File: config.mk
export PLATFORM = sky130hd
export DESIGN_NAME = game_ctrl
export DESIGN_NICKNAME = d
export VERILOG_FILES = /design/src/rtl/dino_pkg.sv /design/src/rtl/btn_debounce.sv /design/src/rtl/game_ctrl.sv
export SDC_FILE = /design/constraint.sdc
export NUM_CORES = 1
export LEC_CHECK = 0
export ABC_AREA = 0
export BUFFER_PORTS_ARGS = -buffer_cell sky130_fd_sc_hd__buf_2
export CORE_ASPECT_RATIO = 0.6
export CORE_MARGIN = 5
export CORE_UTILIZATION = 30
export CTS_CLUSTER_DIAMETER = 120
export CTS_CLUSTER_SIZE = 10
export DETAILED_ROUTE_END_ITERATION = 8
export PLACE_DENSITY_LB_ADDON = 0.15
export SLEW_MARGIN = 0
export SYNTH_ARGS = -nofsm -noshare
export SYNTH_HDL_FRONTEND = slang
export SYNTH_SLANG_ARGS = --single-unit
File: constraint.sdc
create_clock -name clk -period 4.1 [get_ports clk]
set_clock_uncertainty 0.15 [all_clocks]
set_input_delay 0.41 -clock clk [delete_from_list [all_inputs] [get_ports clk]]
set_output_delay 0.41 -clock clk [all_outputs]
set_load 0.01 [all_outputs]
File: src/rtl/dino_pkg.sv
// Shared types and widths for the Dino game datapath.
package dino_pkg;

    typedef enum logic [1:0] {
        ST_IDLE    = 2'd0,
        ST_RUNNING = 2'd1,
        ST_DYING   = 2'd2,
        ST_OVER    = 2'd3
    } state_e;

    localparam int SCORE_W     = 16;
    localparam int DIGIT_W     = 4;
    localparam int SPEED_W_DEF = 3;

endpackage

File: src/rtl/btn_debounce.sv
// Button synchroniser + stability debounce + one-cycle rising-edge pulse.
// Latency: 2 sync + DEBOUNCE_CYCLES to level_o, press_o same cycle; no backpressure.
module btn_debounce #(
    parameter int DEBOUNCE_CYCLES = 16
) (
    input  logic clk,
    input  logic rst_n,
    input  logic btn_i,
    output logic level_o,
    output logic press_o
);

    localparam int CNT_W = $clog2(DEBOUNCE_CYCLES + 1);

    logic             sync1_q, sync2_q;
    logic             level_q, level_d;
    logic             level_prev_q;
    logic [CNT_W-1:0] cnt_q, cnt_d;

    // Count consecutive cycles the synchronised input disagrees with the level.
    always_comb begin
        level_d = level_q;
        cnt_d   = '0;
        if (sync2_q != level_q) begin
            if (cnt_q == CNT_W'(DEBOUNCE_CYCLES - 1)) begin
                level_d = sync2_q;
            end else begin
                cnt_d = cnt_q + CNT_W'(1);
            end
        end
    end

    always_ff @(posedge clk or negedge rst_n) begin
        if (!rst_n) begin
            sync1_q      <= 1'b0;
            sync2_q      <= 1'b0;
            level_q      <= 1'b0;
            level_prev_q <= 1'b0;
            cnt_q        <= '0;
        end else begin
            sync1_q      <= btn_i;
            sync2_q      <= sync1_q;
            level_q      <= level_d;
            level_prev_q <= level_q;
            cnt_q        <= cnt_d;
        end
    end

    assign level_o = level_q;
    assign press_o = level_q & ~level_prev_q;

endmodule

File: src/rtl/game_ctrl.sv
// Dino game sequencer: play/death/restart FSM, score pulses, high score, speed level.
// All outputs registered, one cycle after the causing input; no backpressure.
module game_ctrl
    import dino_pkg::*;
#(
    parameter int DEBOUNCE_CYCLES = 16,
    parameter int DEATH_FRAMES    = 30,
    parameter int MAX_SPEED       = 7,
    parameter int SPEED_W         = SPEED_W_DEF
) (
    input  logic               clk,
    input  logic               rst_n,
    input  logic               btn_jump,
    input  logic               collision,
    input  logic               frame_end,
    input  logic [SCORE_W-1:0] score,
    output logic               game_start,
    output logic               game_over,
    output logic               game_tick,
    output logic               score_rst_n,
    output logic [1:0]         state,
    output logic [SCORE_W-1:0] hi_score,
    output logic               new_record,
    output logic [SPEED_W-1:0] speed
);

    localparam int DCNT_W = $clog2(DEATH_FRAMES + 1);

    logic press;
    logic btn_level;

    state_e             state_q, state_d;
    logic               start_q, start_d;
    logic               over_q, over_d;
    logic               tick_q, tick_d;
    logic               srst_n_q, srst_n_d;
    logic [SCORE_W-1:0] hi_q, hi_d;
    logic               rec_q, rec_d;
    logic [SPEED_W-1:0] speed_q, speed_d;
    logic [DIGIT_W-1:0] hund_q, hund_d;
    logic [DCNT_W-1:0]  dcnt_q, dcnt_d;

    btn_debounce #(
        .DEBOUNCE_CYCLES(DEBOUNCE_CYCLES)
    ) u_btn (
        .clk    (clk),
        .rst_n  (rst_n),
        .btn_i  (btn_jump),
        .level_o(btn_level),
        .press_o(press)
    );

    always_comb begin
        state_d  = state_q;
        start_d  = 1'b0;
        over_d   = 1'b0;
        tick_d   = 1'b0;
        srst_n_d = 1'b1;
        hi_d     = hi_q;
        rec_d    = rec_q;
        speed_d  = speed_q;
        hund_d   = hund_q;
        dcnt_d   = dcnt_q;
        unique case (state_q)
            ST_IDLE: begin
                if (press) begin
                    state_d = ST_RUNNING;
                    start_d = 1'b1;
                    speed_d = '0;
                    hund_d  = score[11:8];
                end
            end
            ST_RUNNING: begin
                // Any hundreds-digit change (including 9999 -> 0000 wrap) is one speed step.
                if (hund_q != score[11:8]) begin
                    hund_d = score[11:8];
                    if (speed_q != SPEED_W'(MAX_SPEED)) begin
                        speed_d = speed_q + SPEED_W'(1);
                    end
                end
                if (collision) begin
                    state_d = ST_DYING;
                    over_d  = 1'b1;
                    dcnt_d  = '0;
                end else begin
                    tick_d = frame_end;
                end
            end
            ST_DYING: begin
                if (frame_end) begin
                    if (dcnt_q == DCNT_W'(DEATH_FRAMES - 1)) begin
                        state_d = ST_OVER;
                        if (score > hi_q) begin
                            hi_d  = score;
                            rec_d = 1'b1;
                        end else begin
                            rec_d = 1'b0;
                        end
                    end else begin
                        dcnt_d = dcnt_q + DCNT_W'(1);
                    end
                end
            end
            ST_OVER: begin
                if (press) begin
                    state_d  = ST_IDLE;
                    srst_n_d = 1'b0;
                end
            end
            default: state_d = ST_IDLE;
        endcase
    end

    always_ff @(posedge clk or negedge rst_n) begin
        if (!rst_n) begin
            state_q  <= ST_IDLE;
            start_q  <= 1'b0;
            over_q   <= 1'b0;
            tick_q   <= 1'b0;
            srst_n_q <= 1'b1;
            hi_q     <= '0;
            rec_q    <= 1'b0;
            speed_q  <= '0;
            hund_q   <= '0;
            dcnt_q   <= '0;
        end else begin
            state_q  <= state_d;
            start_q  <= start_d;
            over_q   <= over_d;
            tick_q   <= tick_d;
            srst_n_q <= srst_n_d;
            hi_q     <= hi_d;
            rec_q    <= rec_d;
            speed_q  <= speed_d;
            hund_q   <= hund_d;
            dcnt_q   <= dcnt_d;
        end
    end

    assign game_start  = start_q;
    assign game_over   = over_q;
    assign game_tick   = tick_q;
    assign score_rst_n = srst_n_q;
    assign state       = state_q;
    assign hi_score    = hi_q;
    assign new_record  = rec_q;
    assign speed       = speed_q;

    // The debounced level itself is not needed here; only its rising edge.
    logic unused_level;
    assign unused_level = btn_level;

endmodule

==> results of run 1 <==
==> through the flow <==
step,util,hold WS [ns],power [mW]
after global routing,0.370,0.0685,1.47
after floorplan,-,-0.0356,0.815
after global placement,0.349,0.184,0.924
after detailed placement,0.349,0.186,0.923
after CTS,0.370,0.0748,1.38
final,0.370,0.0794,1.36
==> cell families (layout without fill, tap and decap cells) <==
| kind of cell | Yosys count | after routing | share of synthesized area |
|---|---|---|---|
| AND/OR/NAND/NOR | 52 | 52 | 0.112 |
| flip-flops | 44 | 44 | 0.461 |
| AO/OA/AOI/OAI | 30 | 30 | 0.0920 |
| buffers and inverters | 27 | 77 | 0.0476 |
| adder cells (fa/ha/maj) | 25 | 25 | 0.131 |
| multiplexers | 23 | 23 | 0.120 |
| XOR/XNOR | 10 | 10 | 0.0366 |
==> layer usage <==
layer / vias up / share of wire
met2: 35 / 0.43
met3: 6 / 0.036
met5: - / 0
met1: 752 / 0.52
met4: 0 / 0.013
li1: 829 / -
==> cells in the mapped netlist (2+ instances only) <==
cell type and count:
nand3_1 7, nand2_1 13, ha_1 25, xnor2_1 2, dfrtp_1 43, o31ai_1 2, inv_1 23, nor2b_1 3
mux2_4 8, nand2b_1 2, nand4_1 4, clkbuf_1 2, xor2_1 8, mux2_2 13, nor2_1 11, and2_1 6
a21oi_1 7, o21ai_0 5, a21o_1 5, a22o_1 4, and3_1 2
==> worst paths after layout <==
check / start / slack, ns / endpoint / depth (start not counted)
worst max-delay path: hi_score[15]$_DFFE_PN0P_ / 1.39 / hi_score[15]$_DFFE_PN0P_ / 7
worst min-delay path: btn_jump / 0.08 / u_btn.sync1_q$_DFF_PN0_ / 1
worst max register to register: hi_score[15]$_DFFE_PN0P_ / 1.39 / hi_score[15]$_DFFE_PN0P_ / 7
worst min register to register: u_btn.sync1_q$_DFF_PN0_ / 0.20 / u_btn.sync2_q$_DFF_PN0_ / 0
max in group asynchronous: rst_n / 3.03 / dcnt_q[1]$_DFFE_PN0P_ / 1
min in group asynchronous: rst_n / 0.14 / u_btn.sync1_q$_DFF_PN0_ / 1
==> power groups by stage <==
stage	clock, mW	combinational [mW]	sequential [mW]
after global routing	0.487	0.420	0.559
after global placement	0	0.366	0.557
final	0.453	0.361	0.549
after detailed placement	0	0.366	0.557
after floorplan	0	0.258	0.558
after CTS	0.463	0.367	0.550
==> cell type report <==
type | count | area (µm²) | share of cell area
Timing Repair Buffer | 46 | 230 | 0.0796
Clock inverter | 2 | 35.0 | 0.0121
Clock buffer | 6 | 129 | 0.0445
Sequential cell | 44 | 1100 | 0.381
Inverter | 23 | 86.3 | 0.0298
Tap cell | 108 | 135 | 0.0467
Multi-Input combinational cell | 140 | 1180 | 0.406
==> registers in the layout (all words and copies together) (netlist names) <==
signal / flops
state: 2
game_over: 1
speed: 3
u_btn.level_prev_q: 1
u_btn.level_o: 1
dcnt_q: 5
hi_score: 16
game_tick: 1
u_btn.sync2_q: 1
game_start: 1
new_record: 1
u_btn.cnt_q: 5
hund_q: 4
score_rst_n: 1
u_btn.sync1_q: 1
==> impl_results.md, run 1 <==
- Total Wirelength: about 4.8 mm
- Post-synthesis sequential area ratio: 0.461
- GR Util met1: 0.149
- Rows: 25
- CTS Hold Bufs: 0
- Number of buffers created by CTS: 5
- Fin cells: approximately 370
- Final Net Count: between 300 and 400
- Routed Antenna Nets: 0
- Post-synth top area share: 0.450
- Post-route clock period utilization: 0.662
- Area grow syn2layout: 21.0%
- Hold Vio Cnt, Final: 0
- Synth warn: 0
- CP Class: register to register
- Clock latency on the worst-skew pair: 0.28 ns
- CP Buf/Inv Count: 1
- Detailed Place HPWL: roughly 3.6 mm
- RSZ-0062 raised after global routing: no
- Most used routing layer: met1
- Dpl cells: between 300 and 400
- Worst stage delay on the critical path: approximately 0.65 ns
- H-tree depth: 2
- Vias in the first global route: around 1,700
- Crit path max-delay family: compound AO/OA/AOI/OAI gates
- Initial core utilization: 0.306
- Area contributors post-synth: dfrtp_1 (45%), ha_1 (13%), mux2_2 (6.1%)
- Design area: approximately 2900 µm²
- Worst Tran Pin Value: approximately 1 ns
- Die area: just under 10,000 µm²
- Routing usage on met3: 0.0255
- Clock share of power: 0.332
- Worst Path Arrival: ~2.7 ns
- CTS resizes: 0
- Total gr overflow: 0
- Vias: roughly 1,600
- Gate power share: 0.265
- Yosys cell types: 37
- TritonCTS Sinks: between 40 and 50
- Period minus WS final: approximately 2.7 ns
- Post-synth top area cell: dfrtp_1
- Chip Width: 125 µm
- Post-CTS Setup Bufs: 0
- Most common cell after layout, fill and taps aside: buf_2
- Global placement routability congestion: 0.767
- Worst setup EP type: register
- Fillcell total: ~800
- Clock transition at path regs: 0.06 ns
- Status: complete, no violations
- Sw power: between 0.4 and 0.5 mW
- Most frequent cells in the layout: buf_2 (46), dfrtp_1 (43), ha_1 (25)
- Clock buffer depth: 2
- Yosys reg bits: between 40 and 50
- Switching share of power: 0.305
- I/O pin cnt: 47
- Slew headroom: 0.328
- Cell internal pwr: ~0.95 mW
- Cell Pwr Density: 471 nW/µm²
- Antenna violations before repair: 0
- Async S/R FF share, synth: 1.00
- Sequential Power Share: 0.403
- Per-cell routed wire length: 13.0 µm
- Synth Area per Inst: 11.3 µm²
- CP max stage cell: a31oi_4
- DRC Markers: 0
- TritonCTS clock tree: done
- DP Area: roughly 2700 µm²
- MaxCap Viol Count: 0
- Lkg Pwr: ~1.5 nW
- Post-synth EDFFs: 0
- Share of layout cells above drive strength 1: 0.299
- Main flop type after synthesis: dfrtp_1
- Final worst-path setup slack: about 1.4 ns
- Worst Setup Start Kind: register
- Fin Setup TNS: 0 ns
- CP cell instances: inv_1 > ha_1 > nand4_1 > nor4_2 > o21ai_1 > a31oi_4 > mux2_2
- Final Max Slew Viols: 0
- Worst vdd ir: ~0.00024 V
- Largest net degree at the start of global routing: 45
- Post-Synthesis Net Count: about 260
- Core area: 7820 µm²
- CP Max Fanout: 17
- Met2 usage: 0.148
- Synthesized instance count: between 200 and 250
- Ant. Diodes: 0
- Vias per inst: between 4 and 5
- Die height: just under 80 µm
- First-pass GRT wire length: 8.18 mm
- Min-delay worst type: input port to register
- Max Clock Freq: roughly 370 MHz
- Final setup violation count: 0
- Iter 0 DRT Violations: 60
- First-pass DRT Iterations: 4
- CP Data Required Time: 4.12 ns
- Clock Tree Root: clkbuf_16
- Mapped cell area: ~2400 µm²
- Post-Place Setup Slack: between 1 and 1.5 ns
- Total GRT Usage: 0.103
- IO Port Bufs: 46
No activity file was read; power rests on OpenSTA's default activity.
==> run 2, diff against run 1 <==
Clock period 4.1 ns to 2.4 ns, I/O delays scaled along.
==> run 2 against run 1 <==
Net effect: sequential cell count unchanged; utilization rose by 1.7 points; worst hold slack worse by 0.023 ns; setup slack got worse by 1.3 ns; combinational power grew 84%; register-to-register slack lost 1.3 ns; first-iteration DRC count decreased by 25%; power rose by 69%; clock power is 55% higher; global-route usage about the same; cell area increased by 4.7%; critical path type unchanged; largest cell class unchanged; highest routed layer unchanged.
==> impl_results.md, run 2 (synthesis results as in run 1) <==
- Cell Pwr Density: about 760 nW/µm²
- Antenna violations before repair: 0
- Worst Path Arrival: about 2.3 ns
- First-pass GRT wire length: 8.16 mm
- Ant. Diodes: 0
- Vias in the first global route: 1,617
- TritonCTS clock tree: done
- CP Data Required Time: ~2.4 ns
- I/O pin cnt: 47
- MaxCap Viol Count: 0
- Number of buffers created by CTS: 5
- Initial core utilization: 0.306
- Slew headroom: 0.643
- Largest net degree at the start of global routing: 25
- Final Max Slew Viols: 0
- IO Port Bufs: 46
- Per-cell routed wire length: ~13 µm
- Min-delay worst type: input port to register
- Max reg flops: 16
- Area grow syn2layout: 26.7%
- Chip Width: 125 µm
- Max Clock Freq: between 400 and 500 MHz
- H-tree depth: 2
- Post-route clock period utilization: 0.971
- Critical R2R Capture: hi_score[6]$_DFFE_PN0P_
- Period minus WS final: roughly 2.3 ns
- Global placement routability congestion: 0.717
- TritonCTS Sinks: 44
- CP Max Fanout: 17
- Vias per inst: 4.36
- Status: complete, no violations
- Hold path startpoint: score[6]
- Routed Antenna Nets: 0
- DRC Markers: 0
- Most common cell after layout, fill and taps aside: buf_2
- Clock buffer depth: 2
- Lkg Pwr: between 1.5 and 2 nW
- Worst vdd ir: around 0.00033 V
- Clock transition at path regs: 0.06 ns
- Reg2reg path depth: 9
- Iter 0 DRT Violations: 45
- Total Wirelength: just under 5 mm
- Hold Vio Cnt, Final: 0
- Total GRT Usage: 0.103
- Final worst-path setup slack: roughly 0.07 ns
- Detailed Place HPWL: between 3 and 4 mm
- Fin cells: 380
- Final setup violation count: 0
- Rows: 25
- R2R setup slack: ~0.07 ns
- Clock Tree Root: clkbuf_16
- Final Net Count: between 300 and 400
- Dpl cells: 368
- Worst setup EP type: register
- Register area: 1100 µm²
- Clock latency on the worst-skew pair: 0.28 ns
- Share of layout cells above drive strength 1: 0.331
- RSZ-0062 raised after global routing: yes
- Core area: 7820 µm²
- Hold Path End: hi_score[6]$_DFFE_PN0P_
- First-pass DRT Iterations: 6
- Worst Setup Start Kind: register
- Hold path depth: 2
- CP Class: register to register
- Worst r2r src: hi_score[11]$_DFFE_PN0P_
- Die height: 79.2 µm
- Post-Place Setup Slack: -0.00478 ns
- Worst Tran Pin Value: around 0.53 ns
- Area of the multi-input gates: approximately 1200 µm²
- Most frequent cells in the layout: buf_2 (46), dfrtp_1 (43), inv_1 (23), ha_1 (23)
- Fillcell total: approximately 800
- Vias: about 1,700
- Total gr overflow: 0
- Die area: 9920 µm²
## run 2: how the worst max path moves through the flow
stage | from | to | slack (ns) | cells past startpoint
after floorplan | hi_score[15]$_DFFE_PN0P_ | hi_score[6]$_DFFE_PN0P_ | 0.01 | 8
after global placement | hi_score[15]$_DFFE_PN0P_ | hi_score[15]$_DFFE_PN0P_ | 0.09 | 8
after detailed placement | hi_score[15]$_DFFE_PN0P_ | hi_score[15]$_DFFE_PN0P_ | -0.005 | 8
after CTS | hi_score[11]$_DFFE_PN0P_ | hi_score[15]$_DFFE_PN0P_ | 0.01 | 8
after global routing | hi_score[11]$_DFFE_PN0P_ | hi_score[6]$_DFFE_PN0P_ | -0.07 | 9
final | hi_score[11]$_DFFE_PN0P_ | hi_score[6]$_DFFE_PN0P_ | 0.07 | 9
## run 2: critical path: stages, from the launching register on
cell,delay [ns]
dfrtp_1,0.36
inv_1,0.08
ha_4,0.27
nand4_1,0.19
nor4_4,0.30
buf_4,0.16
a21o_1,0.17
a31oi_4,0.05
buf_12,0.18
mux2_1,0.31
## run 2: layout make-up
cell class | instances | area share
Clock buffer | 7 | 0.0471
Clock inverter | 1 | 0.00248
Timing Repair Buffer | 57 | 0.113
Sequential cell | 44 | 0.364
Tap cell | 108 | 0.0446
Inverter | 23 | 0.0285
Multi-Input combinational cell | 140 | 0.400
## run 2: what timing repair did
action,in CTS,in global routing
endpoints found under the hold margin,21,0
setup buffers,0,2
gates cloned,0,0
gates resized for setup,0,4
hold buffers,2,0
pin swaps,1,2
endpoints found under the setup margin,8,16
## run 2: stage by stage
stage               hold slack, ns  total power, mW  setup TNS (ns)  instance area (µm²)  utilization
floorplan                   -0.206             1.39               0                 2390            -
finish                      0.0562             2.30               0                 3030        0.388
global placement             0.107             1.62               0                 2810        0.359
CTS                         0.0513             2.34               0                 2980        0.381
detailed placement           0.113             1.62        -0.00592                 2810        0.359
global route                0.0519             2.47          -0.984                 3030        0.388
## run 2: routing by layer
metal,vias up,global-route usage,routed length [µm]
li1,849,-,-
met1,775,0.153,2700
met2,29,0.145,2060
met3,2,0.0276,161
met4,0,0.0292,40
met5,-,0,0
## run 2: where the power goes
group | total [mW] | switching, mW | internal [mW]
Clock | 0.700 | 0.285 | 0.415
Sequential | 0.937 | 0.0901 | 0.847
Combinational | 0.665 | 0.346 | 0.319
Total | 2.30 | 0.721 | 1.58
==> run 3, diff against run 2 <==
Settings changed: CAP_MARGIN from default to 20, PLACE_DENSITY from default to 0.62, PLACE_DENSITY_LB_ADDON 0.15 to default.
==> run 3 against run 2 <==
Net effect: utilization rose by 0.90 points; fmax decreased by 0.53%; combinational power shrank 0.8%; first-iteration DRC count up 36%; global-route usage grew 0.30 points; sequential share of layout area down 0.82 points; die area stayed put; setup slack lost 0.013 ns; critical path type unchanged; clock power down 3%; power shrank 0.93%; cell area up 2.3%; worst hold slack better by 0.0050 ns.
==> impl_results.md, run 3 (synthesis results as in run 1) <==
- Register area: between 1000 and 1500 µm²
- Cell Pwr Density: between 700 and 800 nW/µm²
- Worst Setup Start Kind: register
- Die height: between 70 and 80 µm
- Initial core utilization: 0.306
- Total gr overflow: 0
- Worst vdd ir: approximately 0.00046 V
- Post-route clock period utilization: 0.976
- TritonCTS clock tree: done
- Ant. Diodes: 0
- Core area: ~7800 µm²
- Status: complete, no violations
- Area of the multi-input gates: approximately 1200 µm²
- Worst Path Arrival: ~2.4 ns
- Total Wirelength: 5.16 mm
- CP Data Required Time: between 2 and 2.5 ns
- Vias per inst: approximately 4.5
- Max Clock Freq: between 400 and 500 MHz
- TritonCTS Sinks: 44
- H-tree depth: 2
- Final Util: 0.396
- Fillcell total: 780
- Final Max Slew Viols: 0
- Rows: 25
- First-pass DRT Iterations: 4
- Iter 0 DRT Violations: 61
- MaxCap Viol Count: 0
- Clock latency on the worst-skew pair: about 0.28 ns
- Detailed Place HPWL: around 4 mm
- IO Port Bufs: 46
- Worst Tran Pin Value: between 0.5 and 0.6 ns
- Min-delay worst type: input port to register
- Most frequent cells in the layout: buf_2 (46), dfrtp_1 (43), ha_1 (23)
- Hold WS: around 0.06 ns
- Largest net degree at the start of global routing: 45
- Routed Antenna Nets: 0
- Vias in the first global route: about 1,700
- Clock transition at path regs: around 0.060 ns
- Fin Setup TNS: 0 ns
- Worst setup EP type: register
- First-pass GRT wire length: 8.52 mm
- Die area: 9920 µm²
- Clock Tree Root: clkbuf_16
- Power Total: around 2.3 mW
- Max reg flops: 16
- Most common cell after layout, fill and taps aside: buf_2
- Clock buffer depth: 2
- DRC Markers: 0
- Share of layout cells above drive strength 1: 0.356
- Chip Width: around 130 µm
- Per-cell routed wire length: 13.4 µm
- Area grow syn2layout: 29.6%
- Lkg Pwr: 1.56 nW
- CP Max Fanout: 6
- Number of buffers created by CTS: 5
- Vias: approximately 1,700
- I/O pin cnt: 47
- RSZ-0062 raised after global routing: yes
- Dpl cells: 369
- Total GRT Usage: 0.106
- Final setup violation count: 0
- Global placement routability congestion: ~0.76
- Final Net Count: around 320
- CP Class: register to register
- Antenna violations before repair: 0
- Hold Vio Cnt, Final: 0
- Slew headroom: 0.616
- Period minus WS final: between 2 and 2.5 ns
- Fin cells: around 390
run 3: cell count changes in the layout (fill, tap and decap cells not counted), moves of 2 or more:
cell      change
inv_1         -2
inv_2         +2
clkinv_2      +2
mux2_2        -7
mux2_4        +8
buf_4         +5
run 3: area by class of cell:
cell class / instances / share of cell area
Multi-Input combinational cell: 140 / 0.397
Timing Repair Buffer: 63 / 0.128
Clock buffer: 6 / 0.0448
Inverter: 23 / 0.0278
Tap cell: 108 / 0.0436
Clock inverter: 2 / 0.00323
Sequential cell: 44 / 0.356
run 3: power breakdown:
| group | total [mW] | leakage [nW] | internal, mW | switching (mW) |
|---|---|---|---|---|
| sequential | 0.939 | 0.586 | 0.847 | 0.0917 |
| clock | 0.682 | 0.0766 | 0.410 | 0.271 |
| combinational | 0.660 | 0.894 | 0.310 | 0.350 |
run 3: stage by stage:
stage	cell area, µm²	setup WS, ns
finish	3100	0.0574
global route	3100	-0.0728
CTS	2970	0.00693
detailed placement	2800	-0.0117
global placement	2800	0.0977
floorplan	2390	0.0108
run 3: per-layer routing:
metal / track usage / up-vias / routed length [µm]
met3: 0.0323 / 4 / 200
met2: 0.151 / 27 / 2100
met5: 0 / - / 0
met1: 0.159 / 833 / 2830
met4: 0.0162 / 0 / 29
li1: - / 866 / -
run 3: worst paths after layout:
| check | slack (ns) | start | cells after the start | end |
|---|---|---|---|---|
| setup / recovery | 0.06 | hi_score[11]$_DFFE_PN0P_ | 8 | hi_score[0]$_DFFE_PN0P_ |
| hold / removal | 0.06 | score[5] | 2 | hi_score[5]$_DFFE_PN0P_ |
| setup reg to reg | 0.06 | hi_score[11]$_DFFE_PN0P_ | 8 | hi_score[0]$_DFFE_PN0P_ |
| hold reg to reg | 0.21 | u_btn.sync1_q$_DFF_PN0_ | 0 | u_btn.sync2_q$_DFF_PN0_ |
| max in group asynchronous | 1.28 | rst_n | 3 | u_btn.cnt_q[0]$_DFF_PN0_ |
| min in group asynchronous | 0.43 | rst_n | 3 | u_btn.sync1_q$_DFF_PN0_ |
run 3: worst max-delay path, stage by stage (launching register included):
cell	delay (ns)
dfrtp_1	0.38
inv_2	0.06
ha_4	0.27
nand4_1	0.15
nor4_2	0.29
o21ai_1	0.16
a31oi_4	0.27
clkbuf_16	0.21
mux2_4	0.29
run 3: what timing repair did:
item                                    in CTS  in global routing
resized for setup                            0                 13
pin swaps                                    1                  5
cloned                                       0                  1
hold buffers                                 2                  0
endpoints found under the hold margin       44                  0
endpoints found under the setup margin       5                 16
setup buffers                                0                  6
